<file path="src/rtl/decode_pkg.sv">
// decode_pkg: instruction field positions, register index width and issue FSM states
package decode_pkg;
  localparam int OPC_MSB   = 31;
  localparam int OPC_LSB   = 25;
  localparam int DST_MSB   = 24;
  localparam int DST_LSB   = 20;
  localparam int SRC1_MSB  = 19;
  localparam int SRC1_LSB  = 15;
  localparam int SRC2_MSB  = 14;
  localparam int SRC2_LSB  = 10;
  localparam int REG_IDX_W = 5;
  typedef enum logic {ST_EMPTY, ST_HELD} state_e;
endpackage

</file>
<file path="src/rtl/reg_scoreboard.sv">
// reg_scoreboard: per-register busy vector with set/clear and three bypassed lookup ports
//   clk, reset           : clock, synchronous active-high reset (clears all busy bits)
//   set_en/set_idx       : mark a register busy (a new writer has issued)
//   clr_en/clr_idx       : release a register (writeback); seen as free in the same cycle
//   idx_a/b/c -> busy_a/b/c : combinational busy lookups
module reg_scoreboard
  import decode_pkg::*;
#(
  parameter int NUM_REGS             = 32,
  parameter bit ZERO_REG_HAZARD_FREE = 1'b1
) (
  input  logic                 clk,
  input  logic                 reset,
  input  logic                 set_en,
  input  logic [REG_IDX_W-1:0] set_idx,
  input  logic                 clr_en,
  input  logic [REG_IDX_W-1:0] clr_idx,
  input  logic [REG_IDX_W-1:0] idx_a,
  input  logic [REG_IDX_W-1:0] idx_b,
  input  logic [REG_IDX_W-1:0] idx_c,
  output logic                 busy_a,
  output logic                 busy_b,
  output logic                 busy_c
);
  logic [NUM_REGS-1:0] busy_q, busy_d;
  logic                set_ok;
  function automatic logic lookup(logic [REG_IDX_W-1:0] idx);
    return busy_q[idx] && !(clr_en && clr_idx == idx) && !(ZERO_REG_HAZARD_FREE && idx == '0);
  endfunction
  assign busy_a = lookup(idx_a);
  assign busy_b = lookup(idx_b);
  assign busy_c = lookup(idx_c);
  assign set_ok = set_en && !(ZERO_REG_HAZARD_FREE && set_idx == '0);
  // Set applied after clear: the newly issued writer owns the register.
  always_comb begin
    busy_d = busy_q;
    if (clr_en) busy_d[clr_idx] = 1'b0;
    if (set_ok) busy_d[set_idx] = 1'b1;
  end
  always_ff @(posedge clk) busy_q <= reset ? '0 : busy_d;
endmodule

</file>
<file path="src/rtl/decode_issue_ctrl.sv">
// decode_issue_ctrl: holds one fetched instruction, stalls on scoreboard hazards, issues via valid/ready
//   in_valid/in_ready/instruction/in_wr_en : fetch side
//   out_valid/out_ready/instruction_out    : downstream side; src1/src2 feed the register-file read ports
//   stall                                  : held instruction blocked by a busy register
//   wb_valid/wb_reg                        : writeback release; flush drops the held instruction
//   DECODE_STALL_COUNT_EN adds stall_cycles and issue_count counters
module decode_issue_ctrl
  import decode_pkg::*;
#(
  parameter int NUM_REGS             = 32,
  parameter bit ZERO_REG_HAZARD_FREE = 1'b1
) (
  input  logic                 clk,
  input  logic                 reset,
  input  logic                 in_valid,
  output logic                 in_ready,
  input  logic [31:0]          instruction,
  input  logic                 in_wr_en,
  output logic                 out_valid,
  input  logic                 out_ready,
  output logic [31:0]          instruction_out,
  output logic [REG_IDX_W-1:0] src1,
  output logic [REG_IDX_W-1:0] src2,
  output logic                 stall,
  input  logic                 wb_valid,
  input  logic [REG_IDX_W-1:0] wb_reg,
  input  logic                 flush
`ifdef DECODE_STALL_COUNT_EN
  ,
  output logic [31:0]          stall_cycles,
  output logic [31:0]          issue_count
`endif
);
  state_e                 state_q, state_d;
  logic [31:0]            instr_q, instr_d;
  logic                   wr_q, wr_d;
  logic [REG_IDX_W-1:0]   dst;
  logic                   b1, b2, bd, hazard, issue, accept;
  assign dst             = instr_q[DST_MSB:DST_LSB];
  assign src1            = instr_q[SRC1_MSB:SRC1_LSB];
  assign src2            = instr_q[SRC2_MSB:SRC2_LSB];
  assign instruction_out = instr_q;
  reg_scoreboard #(
    .NUM_REGS            (NUM_REGS),
    .ZERO_REG_HAZARD_FREE(ZERO_REG_HAZARD_FREE)
  ) u_sb (
    .clk    (clk),
    .reset  (reset),
    .set_en (issue && wr_q),
    .set_idx(dst),
    .clr_en (wb_valid),
    .clr_idx(wb_reg),
    .idx_a  (src1),
    .idx_b  (src2),
    .idx_c  (dst),
    .busy_a (b1),
    .busy_b (b2),
    .busy_c (bd)
  );
  // Flush suppresses the offer as well as the capture so downstream never sees a handshake that is dropped.
  always_comb begin
    hazard    = b1 || b2 || (wr_q && bd);
    out_valid = state_q == ST_HELD && !hazard && !flush;
    stall     = state_q == ST_HELD && hazard;
    issue     = out_valid && out_ready;
    in_ready  = !flush && (state_q == ST_EMPTY || issue);
    accept    = in_valid && in_ready;
    state_d   = flush ? ST_EMPTY : accept ? ST_HELD : issue ? ST_EMPTY : state_q;
    instr_d   = accept ? instruction : instr_q;
    wr_d      = accept ? in_wr_en : wr_q;
  end
  always_ff @(posedge clk) begin
    state_q <= reset ? ST_EMPTY : state_d;
    instr_q <= reset ? '0 : instr_d;
    wr_q    <= reset ? 1'b0 : wr_d;
  end
`ifdef DECODE_STALL_COUNT_EN
  logic [31:0] stall_cnt_q, issue_cnt_q;
  always_ff @(posedge clk) begin
    stall_cnt_q <= reset ? '0 : stall_cnt_q + {31'd0, stall};
    issue_cnt_q <= reset ? '0 : issue_cnt_q + {31'd0, issue};
  end
  assign stall_cycles = stall_cnt_q;
  assign issue_count  = issue_cnt_q;
`endif
endmodule

</file>
<file path="config.mk">
export PLATFORM = sky130hd
export DESIGN_NAME = decode_issue_ctrl
export DESIGN_NICKNAME = d
export VERILOG_FILES = /design/src/rtl/decode_pkg.sv /design/src/rtl/reg_scoreboard.sv /design/src/rtl/decode_issue_ctrl.sv
export SDC_FILE = /design/constraint.sdc
export NUM_CORES = 1
export LEC_CHECK = 0
export BUFFER_PORTS_ARGS = -buffer_cell sky130_fd_sc_hd__clkbuf_2
export CORE_MARGIN = 2
export CORE_UTILIZATION = 35
export DETAILED_ROUTE_END_ITERATION = 7
export PLACE_DENSITY_LB_ADDON = 0.25
export SYNTH_ARGS = -nofsm -noshare
export SYNTH_HDL_FRONTEND = slang
export SYNTH_SLANG_ARGS = --single-unit
</file>
<file path="constraint.sdc">
create_clock -name clk -period 3.6 [get_ports clk]
set_input_delay 0.72 -clock clk [delete_from_list [all_inputs] [get_ports clk]]
set_output_delay 0.72 -clock clk [all_outputs]
set_load 0.05 [all_outputs]
</file>
==> impl_metrics.env, run 1 <==
export IMPL_status="finished, violations left"
export IMPL_failed_checks="DRC"
export IMPL_fmaxAchievable_mhz=286
export IMPL_yosys_warnings=0
export IMPL_cap_violations=0
export IMPL_grt_overflow=0
export IMPL_initial_utilization_pct=36.1
export IMPL_synth_top_area_share_pct=31.8
export IMPL_min_period_ns=3.50
export IMPL_clock_path_buffers=2
export IMPL_cp_num_buf_inv=1
export IMPL_finalHoldViolCount=0
export IMPL_p_total_mw=1.97
export IMPL_routed_wl_um=11700
export IMPL_fin_cells=650
export IMPL_r2r_start="instruction_out[15]"
export IMPL_grt_pass1_vias=3547
export IMPL_synthArstFlopShare_pct=0
export IMPL_grt_setup_unrepaired="false"
export IMPL_antenna_found_initial=0
export IMPL_worstPathRequired_ns=2.88
export IMPL_via_count=3620
export IMPL_drt_iter0_drc=354
export IMPL_syn_cell_area_um2=4160
export IMPL_placedCellCount=635
export IMPL_syn2layout_area_growth_pct=17.9
export IMPL_relSlewSlack_pct=46.5
export IMPL_port_buffers=88
export IMPL_routabilityCongestion=0.923
export IMPL_fin_crit_sh_pct=97.2
export IMPL_critPathMaxStageDelay_ns=0.61
export IMPL_synth_top_flop_cell="dfxtp_1"
export IMPL_ir_worst_vdd_mv=0.206
export IMPL_critPathLaunchType="register"
export IMPL_syn_avg_cell_area_um2=9.51
export IMPL_final_antenna_net_count=0
export IMPL_cts_tree="done"
export IMPL_cts_clk_slew_worst_paths_ns=0.05
export IMPL_cts_root_buf="clkbuf_16"
export IMPL_drc=11
export IMPL_die_y_um=113
export IMPL_synthCells=437
export IMPL_ys_types=53
export IMPL_hold_path_class="reg2reg"
export IMPL_crit_fanout=6
export IMPL_cp_end_kind="output port"
export IMPL_die_w_um=113
export IMPL_ctsHoldBuffers=0
export IMPL_ios=89
export IMPL_rows=39
export IMPL_cp_slowest_cell="mux4_1"
export IMPL_placed_area_um2=4610
export IMPL_power_per_cell_area_nw_per_um2=403
export IMPL_cp_top_family="multiplexers"
export IMPL_clock_latency_ns=0.33
export IMPL_synth_largest_area_cell="dfxtp_1"
export IMPL_nNetsFinal=547
export IMPL_final_cell_area_um2=4900
export IMPL_fp_coreArea_um2=11500
export IMPL_path_cells="mux4_1, mux4_2, o211ai_2, o31a_2, nand4_1, a21oi_2, clkbuf_2"
export IMPL_ys_ff_latch=66
export IMPL_yosysMostFrequentCell="nand2b_1"
export IMPL_via_per_inst=5.57
export IMPL_ys_top_cells_by_area="dfxtp_1, nand2b_1, mux4_2"
export IMPL_wl_per_cell_um=18.0
export IMPL_cellLeakagePower_nw=1.86
export IMPL_drt_pass1_iterations=7
export IMPL_skew_ns=0.00690
export IMPL_synth_top_cells_by_count="nand2b_1, dfxtp_1, o21ai_0"
export IMPL_cts_buffers=9
export IMPL_num_antenna_cells=0
export IMPL_dp_hpwl_um=8620
export IMPL_drive_above_1_share_pct=29.4
export IMPL_setup_violations=0
export IMPL_worstMarginPinSlew_ns=0.802
export IMPL_grt_max_degree=56
export IMPL_drv_slew=0
export IMPL_die_area_um2=12800
export IMPL_critPathKind="reg2out"
export IMPL_ys_seq_area_share_pct=31.8
export IMPL_arrival_ns=2.78
export IMPL_grtUsageTotal_pct=18.6
export IMPL_synth_nets=481
export IMPL_startpoint="instruction_out[15]"
export IMPL_synth_edf_count=0
export IMPL_numClockSinks=66
export IMPL_worstHoldStart="instruction_out[1]"
export IMPL_cts_htree_levels=3
export IMPL_grt_pass1_wl_um=18700
## state kept, by name, summed over array words and instances (netlist names)
register	flops
wr_q	1
instruction_out	32
state_q	1
u_sb.busy_q	32
## logic make-up (layout without fill, tap and decap cells)
kind of cell | after synthesis | in the layout | synth area share [%]
AND/OR/NAND/NOR | 177 | 177 | 25.4
AO/OA/AOI/OAI | 71 | 71 | 11.1
flip-flops | 66 | 66 | 31.8
multiplexers | 64 | 64 | 22.6
buffers and inverters | 44 | 114 | 5.96
XOR/XNOR | 15 | 15 | 3.16
## repair_timing
action | 4_1_cts | 5_1_grt
setup buffers | 0 | 0
endpoints found under the setup margin | 3 | 3
resized for setup | 4 | 4
hold endpoints to repair | 0 | 0
## routing by layer
layer | share of wire (%) | global-route usage (%) | vias to the layer above
li1 | - | - | 1699
met1 | 43 | 24.5 | 1737
met2 | 46 | 30.0 | 166
met3 | 9.1 | 5.14 | 18
met4 | 1.9 | 5.93 | 0
met5 | 0 | 0 | -
## stage by stage
step | utilization, % | setup TNS, ns | hold WS [ns] | setup WS, ns
5_1_grt | 42.5 | 0 | 0.504 | 0.0224
2_1_floorplan | - | -0.137 | 0.453 | -0.137
3_3_place_gp | 40.0 | 0 | 0.458 | 0.273
6_report | 42.5 | 0 | 0.472 | 0.100
4_1_cts | 42.5 | 0 | 0.474 | 0.0210
3_5_place_dp | 40.0 | 0 | 0.462 | 0.238
## path summary, 6_finish.rpt
| check | end | slack [ns] | cells after the start |
|---|---|---|---|
| max | in_ready | 0.10 | 7 |
| min | instruction_out[1] | 0.47 | 2 |
| max reg2reg | u_sb.busy_q[1] | 0.87 | 6 |
| min reg2reg | instruction_out[1] | 0.47 | 2 |
## power breakdown
part	switching, mW	total, mW	internal [mW]
Combinational	0.245	0.375	0.130
Sequential	0.0478	0.806	0.759
Clock	0.297	0.793	0.495
Total	0.590	1.97	1.38
## area by class of cell
| type | count | area, um^2 |
|---|---|---|
| timing repair buffer | 97 | 510 |
| tap | 143 | 179 |
| multi-input combinational | 327 | 2600 |
| sequential | 66 | 1330 |
| inverter | 2 | 7.51 |
| clock buffer | 12 | 256 |
| fill | 1146 | 6620 |
| clock inverter | 3 | 15.0 |
## layout by cell type, fill, tap and decap left out, types with 10 or more instances in the layout
cell,Yosys,layout
nor2_1,10,10
nand3b_1,16,16
mux4_2,18,18
clkbuf_2,0,87
nor2b_1,19,19
nand2_1,26,26
mux2i_1,39,39
nand2b_1,67,67
dfxtp_1,66,61
o21ai_0,40,40
## worst register-to-register path, cell delays in order, from the launching register on
cell      delay (ns)
dfxtp_2         0.41
mux4_1          0.61
mux4_2          0.48
o211ai_2        0.11
o31a_2          0.26
nand4_1         0.45
o22ai_1         0.32
Note: power is estimated with default switching activity, not from simulation.
==> inputs of run 2 (changes only) <==
--- a/config.mk
+++ b/config.mk
@@ -5,11 +5,13 @@
 export SDC_FILE = /design/constraint.sdc
 export NUM_CORES = 1
 export LEC_CHECK = 0
+export ABC_AREA = 1
 export BUFFER_PORTS_ARGS = -buffer_cell sky130_fd_sc_hd__clkbuf_2
 export CORE_MARGIN = 2
 export CORE_UTILIZATION = 35
 export DETAILED_ROUTE_END_ITERATION = 7
 export PLACE_DENSITY_LB_ADDON = 0.25
+export SETUP_SLACK_MARGIN = 0.15
 export SYNTH_ARGS = -nofsm -noshare
 export SYNTH_HDL_FRONTEND = slang
 export SYNTH_SLANG_ARGS = --single-unit
==> constraint.sdc (replaced) <==
create_clock -name clk -period 3.6 [get_ports clk]
set_input_delay 0.72 -clock clk [delete_from_list [all_inputs] [get_ports clk]]
set_output_delay 0.72 -clock clk [all_outputs]
set_load 0.005 [all_outputs]
==> run 2 against run 1 <==
  * The flow now finishes without violations
  * Total power up 2.2%
  * Sequential cell count unchanged
  * Sequential share of layout area decreased by 1.8 points
  * Combinational power fell by 9.6%
  * Register-to-register slack hardly changed
  * Die area rose by 7.5%
  * Synthesized cell count up 81%
  * Clock power rose by 12%
  * Hold slack worse by 0.016 ns
  * Final cell count up 58%
  * Non-clock buffer count up 2
  * First-iteration DRC count increased by 28%
  * Largest cell class unchanged
  * Largest power group is now the clock network
==> impl_metrics.env, run 2 <==
export IMPL_status="complete, no violations"
export IMPL_worstHoldStart="u_sb.busy_q[0]"
export IMPL_r2r_start="instruction_out[20]"
export IMPL_ys_ff_latch=66
export IMPL_hold_path_class="reg2reg"
export IMPL_min_period_ns=3.15
export IMPL_finalHoldViolCount=0
export IMPL_cts_tree="done"
export IMPL_startpoint="instruction_out[20]"
export IMPL_setup_violations=0
export IMPL_yosysMostFrequentCell="nand2_1"
export IMPL_synth_largest_area_cell="dfxtp_1"
export IMPL_fmaxAchievable_mhz=317
export IMPL_cellLeakagePower_nw=2.62
export IMPL_clock_path_buffers=2
export IMPL_antenna_found_initial=0
export IMPL_routabilityCongestion=0.968
export IMPL_syn2layout_area_growth_pct=16.9
export IMPL_critPathKind="reg2out"
export IMPL_rows=41
export IMPL_critPathMaxStageDelay_ns=0.55
export IMPL_drive_above_1_share_pct=14.3
export IMPL_synthCells=790
export IMPL_grt_pass1_vias=4510
export IMPL_worstMarginPinSlew_ns=0.976
export IMPL_grt_pass1_wl_um=23200
export IMPL_grt_overflow=0
export IMPL_die_area_um2=13700
export IMPL_skew_ns=0.00734
export IMPL_cts_clk_slew_worst_paths_ns=0.06
export IMPL_grt_max_degree=36
export IMPL_ys_types=27
export IMPL_nNetsFinal=894
export IMPL_drc=0
export IMPL_cap_violations=0
export IMPL_drt_iter0_drc=452
export IMPL_relSlewSlack_pct=34.5
export IMPL_drt_pass1_iterations=5
export IMPL_fin_tns_setup_ns=0
export IMPL_numClockSinks=66
export IMPL_mostFrequentLayoutCells="nand2_1, inv_1, clkbuf_2"
export IMPL_cp_slowest_cell="dfxtp_1"
export IMPL_dp_hpwl_um=10600
export IMPL_crit_top_cell="nand2_1"
export IMPL_cts_buffers=9
export IMPL_routed_wl_um=14600
export IMPL_cp_num_buf_inv=2
export IMPL_synth_nets=834
export IMPL_synth_top_flop_cell="dfxtp_1"
export IMPL_ir_worst_vdd_mv=0.218
export IMPL_cp_end_kind="output port"
export IMPL_cp_top_family="simple AND/OR/NAND/NOR gates"
export IMPL_synth_edf_count=0
export IMPL_path_cells="inv_2, nand2_1, nand2_1, nand2_1, nand2_1, nand2_1, nand2_1, nor2_1, nand2_1, nand2_1, nand2_1, nor2_2, nand3_2, a21oi_1, clkbuf_2"
export IMPL_port_buffers=88
export IMPL_grt_setup_unrepaired="false"
export IMPL_die_w_um=117
export IMPL_syn_cell_area_um2=4480
export IMPL_ys_top_cells_by_area="dfxtp_1, nand2_1, inv_1"
export IMPL_drv_slew=0
export IMPL_initial_utilization_pct=35.6
export IMPL_layout_commonest_cell="nand2_1"
export IMPL_power_per_cell_area_nw_per_um2=385
export IMPL_wl_per_cell_um=14.2
export IMPL_arrival_ns=2.43
export IMPL_synth_top_cells_by_count="nand2_1, inv_1, nor2_1"
export IMPL_num_antenna_cells=0
export IMPL_syn_avg_cell_area_um2=5.67
export IMPL_yosys_warnings=0
export IMPL_p_total_mw=2.02
export IMPL_cts_root_buf="clkbuf_16"
export IMPL_die_y_um=117
export IMPL_post_cts_buffers=0
export IMPL_synth_top_area_share_pct=29.5
export IMPL_critPathLaunchType="register"
export IMPL_fin_crit_sh_pct=87.6
export IMPL_fp_coreArea_um2=12600
export IMPL_crit_fanout=14
export IMPL_grtUsageTotal_pct=22.0
export IMPL_final_antenna_net_count=0
export IMPL_via_per_inst=4.95
export IMPL_cts_htree_levels=3
export IMPL_synthArstFlopShare_pct=0
export IMPL_via_count=5076
export IMPL_clock_latency_ns=0.34
export IMPL_ios=89
export IMPL_ys_seq_area_share_pct=29.5
export IMPL_worstPathRequired_ns=2.88
[run 2: cell count changes in the layout (fill, tap and decap cells not counted), sizes merged, moves of 36 or more]
cell	change
a21oi	+36
inv	+131
mux2i	-39
nand2	+227
nand2b	-67
nand3	+59
nor2	+73
[run 2: area by class of cell]
class                           count  area [um^2]
Clock buffer                       12          246
Clock inverter                      3         40.0
Fill cell                        1399         7330
Inverter                          136          510
Multi-Input combinational cell    538         2380
Sequential cell                    66         1320
Tap cell                          172          215
Timing Repair Buffer               99          523
[run 2: worst reg2reg max path: stages (launching register included)]
cell,delay [ns]
dfxtp_1,0.55
inv_2,0.23
nand2_1,0.11
nand2_1,0.05
nand2_1,0.05
nand2_1,0.05
nand2_1,0.06
nand2_1,0.06
nor2_1,0.12
nand2_1,0.11
nand2_1,0.08
nand2_1,0.06
nor2_2,0.11
nand3_2,0.13
nand2_4,0.18
nand3_4,0.36
nand2_1,0.18
inv_1,0.05
nor2_1,0.12
[run 2: metrics by stage]
step / worst slack [ns] / hold WS, ns / utilization [%] / cells / cell area (um^2)
finish: 0.446 / 0.456 / 41.6 / 1026 / 5230
global route: 0.202 / 0.478 / 41.6 / 1026 / 5230
CTS: 0.333 / 0.454 / 41.6 / 1026 / 5230
detailed placement: 0.686 / 0.447 / 39.4 / 1011 / 4950
global placement: 0.706 / 0.442 / 39.4 / 1011 / 4950
floorplan: 1.07 / 0.418 / - / 790 / 4480
[run 2: power breakdown]
group / leakage (nW) / internal, mW / switching [mW]
Sequential: 0.538 / 0.758 / 0.0348
Combinational: 1.94 / 0.120 / 0.220
Clock: 0.142 / 0.549 / 0.337
Total: 2.62 / 1.43 / 0.591
[run 2: timing repair]
item,CTS,global route
hold buffers,0,0
endpoints found under the setup margin,0,2
gates resized for setup,0,1
[run 2: cells by family (layout without fill, tap and decap cells)]
group / Yosys count / after routing / synth area share (%)
simple gates: 449 / 449 / 42.6
buf+inv: 186 / 250 / 17.4
compound gates: 87 / 87 / 10.0
flops: 66 / 66 / 29.5
xor+xnor: 2 / 2 / 0.391
[run 2: path summary, 6_finish.rpt]
| check | endpoint | slack (ns) | depth (start not counted) |
|---|---|---|---|
| hold reg to reg | u_sb.busy_q[0] | 0.46 | 2 |
| setup reg to reg | instruction_out[2] | 0.86 | 18 |
| setup / recovery | in_ready | 0.45 | 15 |
| hold / removal | u_sb.busy_q[0] | 0.46 | 2 |
[run 2: metal layers]
layer | GRT usage, % | vias to the layer above | part of all wire (%)
li1 | - | 2568 | -
met2 | 33.5 | 214 | 44
met3 | 3.86 | 33 | 6.8
met4 | 9.80 | 0 | 2.7
met1 | 30.4 | 2261 | 46
met5 | 0 | - | 0
==> inputs of run 3 (changes only) <==
--- a/config.mk
+++ b/config.mk
@@ -5,7 +5,6 @@
 export SDC_FILE = /design/constraint.sdc
 export NUM_CORES = 1
 export LEC_CHECK = 0
-export ABC_AREA = 1
 export BUFFER_PORTS_ARGS = -buffer_cell sky130_fd_sc_hd__clkbuf_2
 export CORE_MARGIN = 2
 export CORE_UTILIZATION = 35
==> constraint.sdc (replaced) <==
create_clock -name clk -period 3.9 [get_ports clk]
set_input_delay 0.78 -clock clk [delete_from_list [all_inputs] [get_ports clk]]
set_output_delay 0.78 -clock clk [all_outputs]
set_load 0.005 [all_outputs]
==> run 3 against run 2 <==
  * The flow now finishes with violations (DRC)
  * Sequential power shrank 5.7%
  * Sequential cell count is the same
  * Die area shrank 6.9%
==> impl_metrics.env, run 3 (synthesis gave the netlist of run 1 again) <==
export IMPL_layout_setup_ws_ns=0.321
export IMPL_relSlewSlack_pct=57.0
export IMPL_p_seq_share_pct=43.8
export IMPL_rrSetupSlack_ns=0.98
export IMPL_grt_pass1_wl_um=18700
export IMPL_dp_slack_ns=0.512
export IMPL_fp_coreArea_um2=11500
export IMPL_pwr_share_comb_pct=13.8
export IMPL_die_area_um2=12800
export IMPL_cts_root_buf="clkbuf_16"
export IMPL_cts_clk_slew_worst_paths_ns=0.05
export IMPL_hold_path_class="reg2reg"
export IMPL_layout_commonest_cell="clkbuf_2"
export IMPL_clock_latency_ns=0.33
export IMPL_status="finished, violations left"
export IMPL_power_switching_mw=0.450
export IMPL_via_per_inst=5.47
export IMPL_nFillCells=1162
export IMPL_routed_wl_um=11700
export IMPL_cts_htree_levels=3
export IMPL_num_antenna_cells=0
export IMPL_min_period_ns=3.58
export IMPL_die_y_um=113
export IMPL_grt_pass1_vias=3406
export IMPL_switching_share_pct=26.4
export IMPL_worstMarginPinSlew_ns=0.644
export IMPL_initial_utilization_pct=36.1
export IMPL_grt_overflow=0
export IMPL_skew_ns=0.00810
export IMPL_drv_slew=0
export IMPL_p_clk_share_pct=42.4
export IMPL_grt_max_degree=67
export IMPL_drt_iter0_drc=265
export IMPL_r2r_end="instruction_out[2]"
export IMPL_finalHoldViolCount=0
export IMPL_failed_checks="DRC"
export IMPL_cts_tree="done"
export IMPL_ios=89
export IMPL_nNetsFinal=544
export IMPL_drc=12
export IMPL_antenna_found_initial=0
export IMPL_power_per_cell_area_nw_per_um2=351
export IMPL_port_buffers=88
export IMPL_fin_crit_sh_pct=91.8
export IMPL_p_total_mw=1.71
export IMPL_critPathKind="reg2out"
export IMPL_worstPathRequired_ns=3.12
export IMPL_dp_hpwl_um=8590
export IMPL_final_antenna_net_count=0
export IMPL_fmaxAchievable_mhz=279
export IMPL_via_count=3534
export IMPL_power_internal_mw=1.26
export IMPL_numClockSinks=66
export IMPL_endpoint="out_valid"
export IMPL_arrival_ns=2.80
export IMPL_wl_per_cell_um=18.1
export IMPL_rows=39
export IMPL_worstHoldStart="instruction_out[6]"
export IMPL_routabilityCongestion=0.910
export IMPL_grtUsageTotal_pct=18.8
export IMPL_startpoint="instruction_out[15]"
export IMPL_cp_end_kind="output port"
export IMPL_mostFrequentLayoutCells="clkbuf_2, nand2b_1, dfxtp_1"
export IMPL_fin_tns_setup_ns=0
export IMPL_critPathLaunchType="register"
export IMPL_crit_fanout=6
export IMPL_drive_above_1_share_pct=27.8
export IMPL_drt_pass1_iterations=6
export IMPL_die_w_um=113
export IMPL_r2r_start="instruction_out[15]"
export IMPL_grt_setup_unrepaired="false"
export IMPL_r2r_cells=7
export IMPL_cellLeakagePower_nw=1.84
export IMPL_cts_buffers=9
export IMPL_syn2layout_area_growth_pct=16.9
export IMPL_setup_violations=0
export IMPL_ctsHoldBuffers=0
export IMPL_ir_worst_vdd_mv=0.158
export IMPL_cap_violations=0
export IMPL_clock_path_buffers=2
[run 3: final cells by class]
cell class,instances,area (um^2),share of cell area [%]
clock inverter,3,17.5,0.360
timing repair buffer,94,498,10.2
tap,143,179,3.68
sequential,66,1330,27.3
clock buffer,11,243,4.99
multi-input combinational,327,2590,53.3
inverter,2,7.51,0.154
[run 3: how the worst min path moves through the flow]
stage / end / depth (start not counted)
global route: instruction_out[6] / 2
detailed placement: instruction_out[9] / 2
CTS: instruction_out[6] / 2
finish: instruction_out[6] / 2
global placement: instruction_out[30] / 2
floorplan: u_sb.busy_q[0] / 1
[run 3: what timing repair did]
action                     4_1_cts  5_1_grt
setup endpoints to repair        1        3
buffers inserted                 0        0
gates resized for setup          1        3
[run 3: worst max-delay path: stages (launching register included)]
cell	delay [ns]
dfxtp_1	0.49
mux4_1	0.61
mux4_2	0.48
o211ai_2	0.10
o31a_2	0.24
nand3_1	0.14
nor3b_1	0.26
clkbuf_2	0.15
[run 3: power groups by stage]
stage	clock, mW	combinational, mW	sequential [mW]
after floorplan	0	0.180	0.735
after global placement	0	0.234	0.759
after detailed placement	0	0.237	0.761
after CTS	0.740	0.238	0.747
after global routing	0.772	0.261	0.753
final	0.723	0.236	0.747
[run 3: per-stage QoR]
step / utilization, % / instances / cell area, um^2 / hold WS [ns]
2_1_floorplan: - / 437 / 4160 / 0.453
3_3_place_gp: 39.9 / 632 / 4590 / 0.457
3_5_place_dp: 39.9 / 632 / 4590 / 0.471
4_1_cts: 42.2 / 646 / 4850 / 0.479
5_1_grt: 42.2 / 646 / 4860 / 0.499
6_report: 42.2 / 646 / 4860 / 0.472
[run 3: routing by layer]
layer,vias up,GRT usage (%),wire length [um]
li1,1687,-,-
met1,1682,26.4,5340
met2,143,28.7,5180
met3,22,4.28,885
met4,0,6.42,299
met5,-,0,0
